**src/rtl/countdown_pkg.sv**
```systemverilog
// Shared types and defaults for the countdown timer controller.
package countdown_pkg;

  typedef enum logic [1:0] {
    ST_IDLE    = 2'b00,
    ST_RUN     = 2'b01,
    ST_PAUSED  = 2'b10,
    ST_EXPIRED = 2'b11
  } state_e;

  localparam int DEF_WIDTH    = 4;
  localparam int DEF_PRESCALE = 4;

endpackage

```
**src/rtl/tick_prescaler.sv**
```systemverilog
// Free-running 0..PRESCALE-1 divider; wrap flags the edge on which a count step occurs.
module tick_prescaler #(
  parameter int PRESCALE = 4
) (
  input  logic clk,
  input  logic rst,
  input  logic clr,
  input  logic en,
  output logic wrap
);

  localparam int PW = (PRESCALE > 1) ? $clog2(PRESCALE) : 1;
  localparam logic [PW-1:0] LAST = PW'(PRESCALE - 1);

  logic [PW-1:0] pre_q;

  assign wrap = en && !clr && (pre_q == LAST);

  always_ff @(posedge clk or posedge rst) begin
    if (rst)           pre_q <= '0;
    else if (clr)      pre_q <= '0;
    else if (en)       pre_q <= wrap ? '0 : pre_q + PW'(1);
  end

endmodule

```
**src/rtl/countdown_timer_ctrl.sv**
```systemverilog
// Countdown timer: load/run/pause/expire sequencing with one-cycle tick and done pulses.
module countdown_timer_ctrl
  import countdown_pkg::*;
#(
  parameter int WIDTH    = DEF_WIDTH,
  parameter int PRESCALE = DEF_PRESCALE
) (
  input  logic             clk,
  input  logic             rst,
  input  logic             load,
  input  logic [WIDTH-1:0] load_val,
  input  logic             start,
  input  logic             pause,
  input  logic             auto_reload,
  output logic [WIDTH-1:0] count,
  output logic [1:0]       state,
  output logic             busy,
  output logic             tick,
  output logic             done
);

  state_e           state_q;
  logic [WIDTH-1:0] count_q, reload_q;
  logic             tick_q, done_q;
  logic             pre_clr, pre_en, step;

  // A resume from PAUSED keeps the partial prescale phase; fresh starts do not.
  assign pre_clr = load ||
                   (start && (state_q == ST_IDLE || state_q == ST_EXPIRED));
  assign pre_en  = (state_q == ST_RUN) && !load && !pause;

  tick_prescaler #(.PRESCALE(PRESCALE)) u_pre (
    .clk  (clk),
    .rst  (rst),
    .clr  (pre_clr),
    .en   (pre_en),
    .wrap (step)
  );

  always_ff @(posedge clk or posedge rst) begin
    if (rst) begin
      state_q  <= ST_IDLE;
      count_q  <= '1;
      reload_q <= '1;
      tick_q   <= 1'b0;
      done_q   <= 1'b0;
    end else begin
      tick_q <= 1'b0;
      done_q <= 1'b0;
      if (load) begin
        count_q  <= load_val;
        reload_q <= load_val;
        state_q  <= ST_IDLE;
      end else begin
        unique case (state_q)
          ST_IDLE, ST_PAUSED: if (start) state_q <= ST_RUN;
          ST_EXPIRED: if (start) begin
            count_q <= reload_q;
            state_q <= ST_RUN;
          end
          ST_RUN: begin
            if (pause) begin
              state_q <= ST_PAUSED;
            end else if (step) begin
              tick_q <= 1'b1;
              if (count_q == '0) begin
                done_q <= 1'b1;
                if (auto_reload) count_q <= reload_q;
                else             state_q <= ST_EXPIRED;
              end else begin
                count_q <= count_q - WIDTH'(1);
              end
            end
          end
          default: state_q <= ST_IDLE;
        endcase
      end
    end
  end

  assign count = count_q;
  assign state = state_q;
  assign busy  = (state_q == ST_RUN) || (state_q == ST_PAUSED);
  assign tick  = tick_q;
  assign done  = done_q;

endmodule
```
**config.mk**
```make
export PLATFORM = sky130hd
export DESIGN_NAME = countdown_timer_ctrl
export DESIGN_NICKNAME = d
export VERILOG_FILES = /design/src/rtl/countdown_pkg.sv /design/src/rtl/tick_prescaler.sv /design/src/rtl/countdown_timer_ctrl.sv
export SDC_FILE = /design/constraint.sdc
export NUM_CORES = 1
export LEC_CHECK = 0
export ABC_AREA = 1
export CAP_MARGIN = 20
export CORE_AREA = 2 2 47 49
export CTS_CLUSTER_DIAMETER = 50
export DETAILED_ROUTE_END_ITERATION = 10
export DIE_AREA = 0 0 49 51
export PLACE_DENSITY = 0.74
export SLEW_MARGIN = 5
export SYNTH_ARGS = -nofsm -noshare
export SYNTH_HDL_FRONTEND = slang
export SYNTH_HIERARCHICAL = 1
export SYNTH_SLANG_ARGS = --single-unit
export TNS_END_PERCENT = 100
```
**constraint.sdc**
```tcl
create_clock -name clk -period 5.5 [get_ports clk]
set_clock_uncertainty 0.2 [all_clocks]
set_input_delay 1.1 -clock clk [delete_from_list [all_inputs] [get_ports clk]]
set_output_delay 1.1 -clock clk [all_outputs]
set_load 0.01 [all_outputs]
```
==> flow_summary.yaml <==
status:
  status: "finished, final reports clean"
finish:
  drive_above_1_share: 0.2041
  area_delta_synth_final_pct: 25.00
  nets: 163
  antenna_cells: 0
sta:
  finalSetupViolations: 0
  finalSetupTns_ps: 0
  post-route-period-util: 0.5582
  rsz0062_at_grt: "no"
  hold_viol: 0
  maxSlewViolCount: 0
  relSlewSlack: 0.7012
  max_freq_mhz: 325.7
  fin_crit_ps: 3070
  tightest_slew_ps: 447.7
logic_synthesis:
  yosysUniqueCellTypes: 22
  synth_xor_area_frac: 0
  synth_seq_cells: 14
  synth_top_family_by_area: "simple AND/OR/NAND/NOR gates"
  synth-simple-area-share: 0.3783
  seq_area_frac_synth: 0.3850
  synth_mux_area_frac: 0
  syn-num-nets: 141
  yosys.area_share.adder: 0.06684
  netlist_instances: 126
  synth-compound-area-share: 0.06150
  syn_avg_cell_area_um2: 7.428
  synth_area_um2: 935.9
  ys_warn_count: 6
clock_tree:
  cts_sinks: 14
  cts_root_buf: "clkbuf_4"
  cts-buffers-inserted: 3
  cts_buffer_depth: 2
  cts_tree: "yes"
  hold_buffers: 0
  post_cts.repair.setup_buffers: 0
  clkLatencyLatePin_ps: 290
  path_clk_slew_ps: 80
  htreeDepth: 1
  post_cts_resized: 0
die:
  die_height_um: 51
  start_util: 0.4536
  ioPinCount: 19
  die_w_um: 49
  rows: 17
  die_area_um2: 2499
  fp.coreArea_um2: 2063
worst_hold_path:
  hp-start: "count[1]"
  hp-class: "reg2reg"
setup_path:
  critPathMaxStageDelay_ps: 610
  endpoint_kind: "flop"
  r2r-start: "state[1]"
  cp_slowest_cell: "clkdlybuf4s50_1"
  cp-start-kind: "input pin"
  critical_path_class: "in2reg"
  critPathRequiredTime_ps: 5510
  crit_start: "load"
  crit_path_frequent_cell: "nand2_1"
  arrival_ps: 3080
  cp_max_fo: 11
  crit_chain: "clkdlybuf4s50_1, inv_1, a21oi_1, nor3b_2, nand2_1, nand2_1, nand3_2, nor2_4, nor2_1, a21oi_2"
detailed_routing:
  wl_met3_um: 94
  wl_um: 1996
  drc: 0
  drt_pass1_iterations: 5
  wl_per_cell_um: 11.41
  viasPerCell: 5.029
  via_count: 880
  routed-wl-met2_um: 984
  wl_met1_um: 844
  first_iter_violations: 22
  highest_layer: "met4"
  antenna_left: 0
global_route:
  grt_max_degree: 13
  antenna_found_initial: 0
  grt_pass1_wl_um: 3622
  grt-ovfl-total: 0
  grt_pass1_vias: 896
  grt_usage: 0.1917
job:
  maxCapViolCount: 0
place:
  io_buffers: 18
  gp_routability_congestion: 0.9169
  hpwl_um: 1607
power:
  vdd_ir_drop_max_uv: 191.5
  p_total_mw: 0.4030
  p_per_area_nw_per_um2: 344.5
  p_leak_nw: 0.5899
layer usage:
metal	global-route usage	vias up
li1	-	428
met1	0.2063	409
met2	0.3425	32
met3	0.03801	11
met4	0.1286	0
met5	0	-
through the flow:
stage	worst slack [ps]	hold WS (ps)	area, um^2	cells	util
floorplan	2930	252.3	935.9	126	-
global placement	2291	266.4	1144	171	0.5543
detailed placement	2166	268.7	1144	171	0.5543
CTS	2440	280.2	1170	175	0.5670
global route	2235	298.2	1170	175	0.5670
finish	2430	280.6	1170	175	0.5670
cell families after synthesis:
family	count (synthesis)
buffers and inverters	26
AO/OA/AOI/OAI	10
flip-flops	14
adder cells (fa/ha/maj)	5
AND/OR/NAND/NOR	71
power by group:
part	leakage (nW)	switching [mW]	total [mW]	internal [mW]
registers	0.165	0.0213	0.154	0.133
clock network	0.0150	0.0345	0.0627	0.0282
logic	0.410	0.105	0.186	0.0807
total	0.590	0.161	0.403	0.242
layout make-up:
type / count / area, um^2
tap: 28 / 35.03
timing repair buffer: 18 / 180.2
sequential: 14 / 360.3
multi-input combinational: 86 / 474.2
clock buffer: 4 / 26.28
fill: 202 / 893.4
inverter: 25 / 93.84
final timing paths:
check | endpoint | slack, ps | cells after the start
worst min register to register | count[1] | 280 | 2
worst max-delay path | count[3] | 2430 | 10
max in group asynchronous | reload_q[3] | 3810 | 2
worst max register to register | count[3] | 3040 | 14
min in group asynchronous | u_pre/pre_q[0] | 780 | 2
worst min-delay path | count[1] | 280 | 2
synthesized netlist by cell type (all sizes together):
library cell / instances / area, um^2
a21oi: 5 / 28.78
buf: 1 / 7.510
dfrtp: 6 / 150.1
dfstp: 8 / 210.2
ha: 5 / 62.56
inv: 25 / 93.84
nand2: 43 / 166.4
nand3: 12 / 75.07
nand4: 1 / 6.260
nor2: 12 / 83.83
nor3: 2 / 10.01
nor3b: 1 / 12.51
o21ai: 5 / 28.77
state kept, by name, indices dropped and copies added, names as in the netlist:
register     cells
count            4
reload_q         4
state            2
u_pre/pre_q      2
done             1
tick             1
placed cells by master, fill, tap and decap left out, types with 2 or more instances in the layout:
master / synthesis / final
a21oi_1: 4 / 4
clkbuf_4: 0 / 3
clkdlybuf4s50_1: 0 / 18
dfrtp_1: 6 / 6
dfstp_2: 8 / 8
ha_1: 5 / 5
inv_1: 20 / 20
inv_2: 5 / 5
nand2_1: 41 / 41
nand2_2: 2 / 2
nand3_1: 9 / 9
nand3_2: 3 / 3
nor2_1: 6 / 6
nor2_2: 3 / 3
nor2_4: 2 / 2
nor3_1: 2 / 2
o21ai_0: 3 / 3
critical path, delay by kind of cell:
kind            cells  cell delay, ps
simple gates        6             780
buf+inv             2             900
compound gates      2             290
Note: power is estimated with default switching activity, not from simulation.
==> patch, RTL diff (config.mk and constraints unchanged) <==
Add an input register stage for `load`, `load_val`, `start`, `pause` and `auto_reload`, with the module's reset; this delays them by one clock. Comments in the files are not updated.
--- a/src/rtl/countdown_timer_ctrl.sv
+++ b/src/rtl/countdown_timer_ctrl.sv
@@ -20,4 +20,26 @@
 );
 
+  logic load_q;
+  logic [WIDTH-1:0] load_val_q;
+  logic start_q;
+  logic pause_q;
+  logic auto_reload_q;
+
+  always_ff @(posedge clk or posedge rst) begin
+    if (rst) begin
+      load_q        <= '0;
+      load_val_q    <= '0;
+      start_q       <= '0;
+      pause_q       <= '0;
+      auto_reload_q <= '0;
+    end else begin
+      load_q        <= load;
+      load_val_q    <= load_val;
+      start_q       <= start;
+      pause_q       <= pause;
+      auto_reload_q <= auto_reload;
+    end
+  end
+
   state_e           state_q;
   logic [WIDTH-1:0] count_q, reload_q;
@@ -26,7 +48,7 @@
 
   // A resume from PAUSED keeps the partial prescale phase; fresh starts do not.
-  assign pre_clr = load ||
-                   (start && (state_q == ST_IDLE || state_q == ST_EXPIRED));
-  assign pre_en  = (state_q == ST_RUN) && !load && !pause;
+  assign pre_clr = load_q ||
+                   (start_q && (state_q == ST_IDLE || state_q == ST_EXPIRED));
+  assign pre_en  = (state_q == ST_RUN) && !load_q && !pause_q;
 
   tick_prescaler #(.PRESCALE(PRESCALE)) u_pre (
@@ -48,17 +70,17 @@
       tick_q <= 1'b0;
       done_q <= 1'b0;
-      if (load) begin
-        count_q  <= load_val;
-        reload_q <= load_val;
+      if (load_q) begin
+        count_q  <= load_val_q;
+        reload_q <= load_val_q;
         state_q  <= ST_IDLE;
       end else begin
         unique case (state_q)
-          ST_IDLE, ST_PAUSED: if (start) state_q <= ST_RUN;
-          ST_EXPIRED: if (start) begin
+          ST_IDLE, ST_PAUSED: if (start_q) state_q <= ST_RUN;
+          ST_EXPIRED: if (start_q) begin
             count_q <= reload_q;
             state_q <= ST_RUN;
           end
           ST_RUN: begin
-            if (pause) begin
+            if (pause_q) begin
               state_q <= ST_PAUSED;
             end else if (step) begin
@@ -66,5 +88,5 @@
               if (count_q == '0) begin
                 done_q <= 1'b1;
-                if (auto_reload) count_q <= reload_q;
+                if (auto_reload_q) count_q <= reload_q;
                 else             state_q <= ST_EXPIRED;
               end else begin
Check against the original RTL: not equivalent (Yosys sat finds a counterexample within 4 cycles, from zero or initial values and one cycle with rst high).
==> patch against the unedited design <==
Sequential share of layout area grew 9.3 points; register-to-register slack gained 70 ps; total power grew 19%; synthesized area grew 25%; non-clock buffer count is the same; worst setup slack gained 110 ps; first-iteration DRC count shrank 59%; wire length shrank 6.5%; design area grew 20%; sequential cell count grew 8; highest routed layer unchanged.
==> patch: results (changes against the unedited design) <==
Synth top area cells = dfrtp_1 30%, dfstp_2 18%, nand2_1 13%, inv_1 5.5%, ha_1 5.4% (was dfstp_2 22%, nand2_1 16%, dfrtp_1 16%, inv_1 8.0%, ha_1 6.7%)
Crit path arrival time = 1660 ps (was 3080 ps)
Drt wl/cell = 10.3 µm (was 11.4 µm)
Relative slew slack = 52.0% (was 70.1%)
Final wirelength = 1870 µm (was 2000 µm)
Share of layout cells above drive strength 1 = 22.7% (was 20.4%)
Final HPWL DP = 1470 µm (was 1610 µm)
Crit Path Max Fanout = 5 (was 11)
Initial DRC count = 9 (was 22)
Max VDD drop = 0.211 mV (was 0.191 mV)
DRT Pass-1 Iters = 4 (was 5)
Seq/Total Area, Yosys = 48.0% (was 38.5%)
Placed instance count = 178 (was 171)
# nets final = 170 (was 163)
Vias = 863 (was 880)
First-pass GRT wire length = 3570 µm (was 3620 µm)
Placer Congestion = 0.812 (was 0.917)
CTS buffer count = 3 (unchanged)
Syn nets = 148 (was 141)
LEAKAGE = 0.000678 µW (was 0.000590 µW)
Pin count of the biggest net entering global routing = 21 (was 13)
Status = completed (unchanged)
Vias in the first global route = 877 (was 896)
Clk slew on worst S/H paths = 120 ps (was 80 ps)
Worst min-delay path class = reg2reg (unchanged)
Total GRT Usage = 18.8% (was 19.2%)
Yosys cell types = 26 (was 22)
Post-synth top cells = 39 x nand2_1, 17 x inv_1, 14 x dfrtp_1 (was 41 x nand2_1, 20 x inv_1, 9 x nand3_1)
==> patch: metal layers <==
layer  part of all wire, %  up-vias  global-route usage (%)
li1                      -      451                       -
met1                    45      387                    23.3
met2                    49       21                    31.3
met3                   4.8        4                    4.68
met4                   1.3        0                    8.10
met5                     0        -                       0
==> patch: power by group through the flow <==
| stage | clock, µW | combinational, µW | sequential, µW |
|---|---|---|---|
| after floorplan | 0 | 120 | 225 |
| after global placement | 0 | 186 | 219 |
| after detailed placement | 0 | 190 | 220 |
| after CTS | 77.0 | 191 | 217 |
| after global routing | 82.9 | 216 | 221 |
| final | 74.5 | 189 | 217 |
==> patch: final timing paths <==
check / from / end
worst max register to register: state[1] / state[0]
worst max-delay path: state[0] / busy
worst min register to register: reload_q[0] / reload_q[0]
worst min-delay path: reload_q[0] / reload_q[0]
min in group asynchronous: rst / u_pre/pre_q[0]
max in group asynchronous: rst / load_val_q[0]
==> patch: cell families (layout without fill, tap and decap cells) <==
group | Yosys count | in the layout | synth area share, %
buf+inv | 26 | 47 | 9.21
compound gates | 13 | 13 | 7.39
flops | 22 | 22 | 48.0
fa+ha+maj | 5 | 5 | 5.35
simple gates | 67 | 67 | 30.1
==> patch: critical path: stages (launching register included) <==
cell and delay (ps):
dfrtp_1 440, ha_1 310, inv_1 70, clkdlybuf4s50_1 530
==> patch: cell type report <==
class | instances | area [µm²] | share of cell area, %
Clock buffer | 4 | 26.3 | 1.88
Tap cell | 28 | 35.0 | 2.50
Timing Repair Buffer | 18 | 180 | 12.9
Inverter | 25 | 96.3 | 6.89
Sequential cell | 22 | 561 | 40.1
Multi-Input combinational cell | 85 | 500 | 35.8
==> patch: stage by stage <==
| stage | hold slack (ps) | setup WS [ps] | power, µW | instance area (µm²) |
|---|---|---|---|---|
| floorplan | 251 | 3360 | 344 | 1170 |
| global placement | 272 | 2920 | 405 | 1370 |
| detailed placement | 274 | 2870 | 410 | 1370 |
| CTS | 297 | 2520 | 485 | 1400 |
| global route | 317 | 2450 | 520 | 1400 |
| finish | 294 | 2540 | 480 | 1400 |
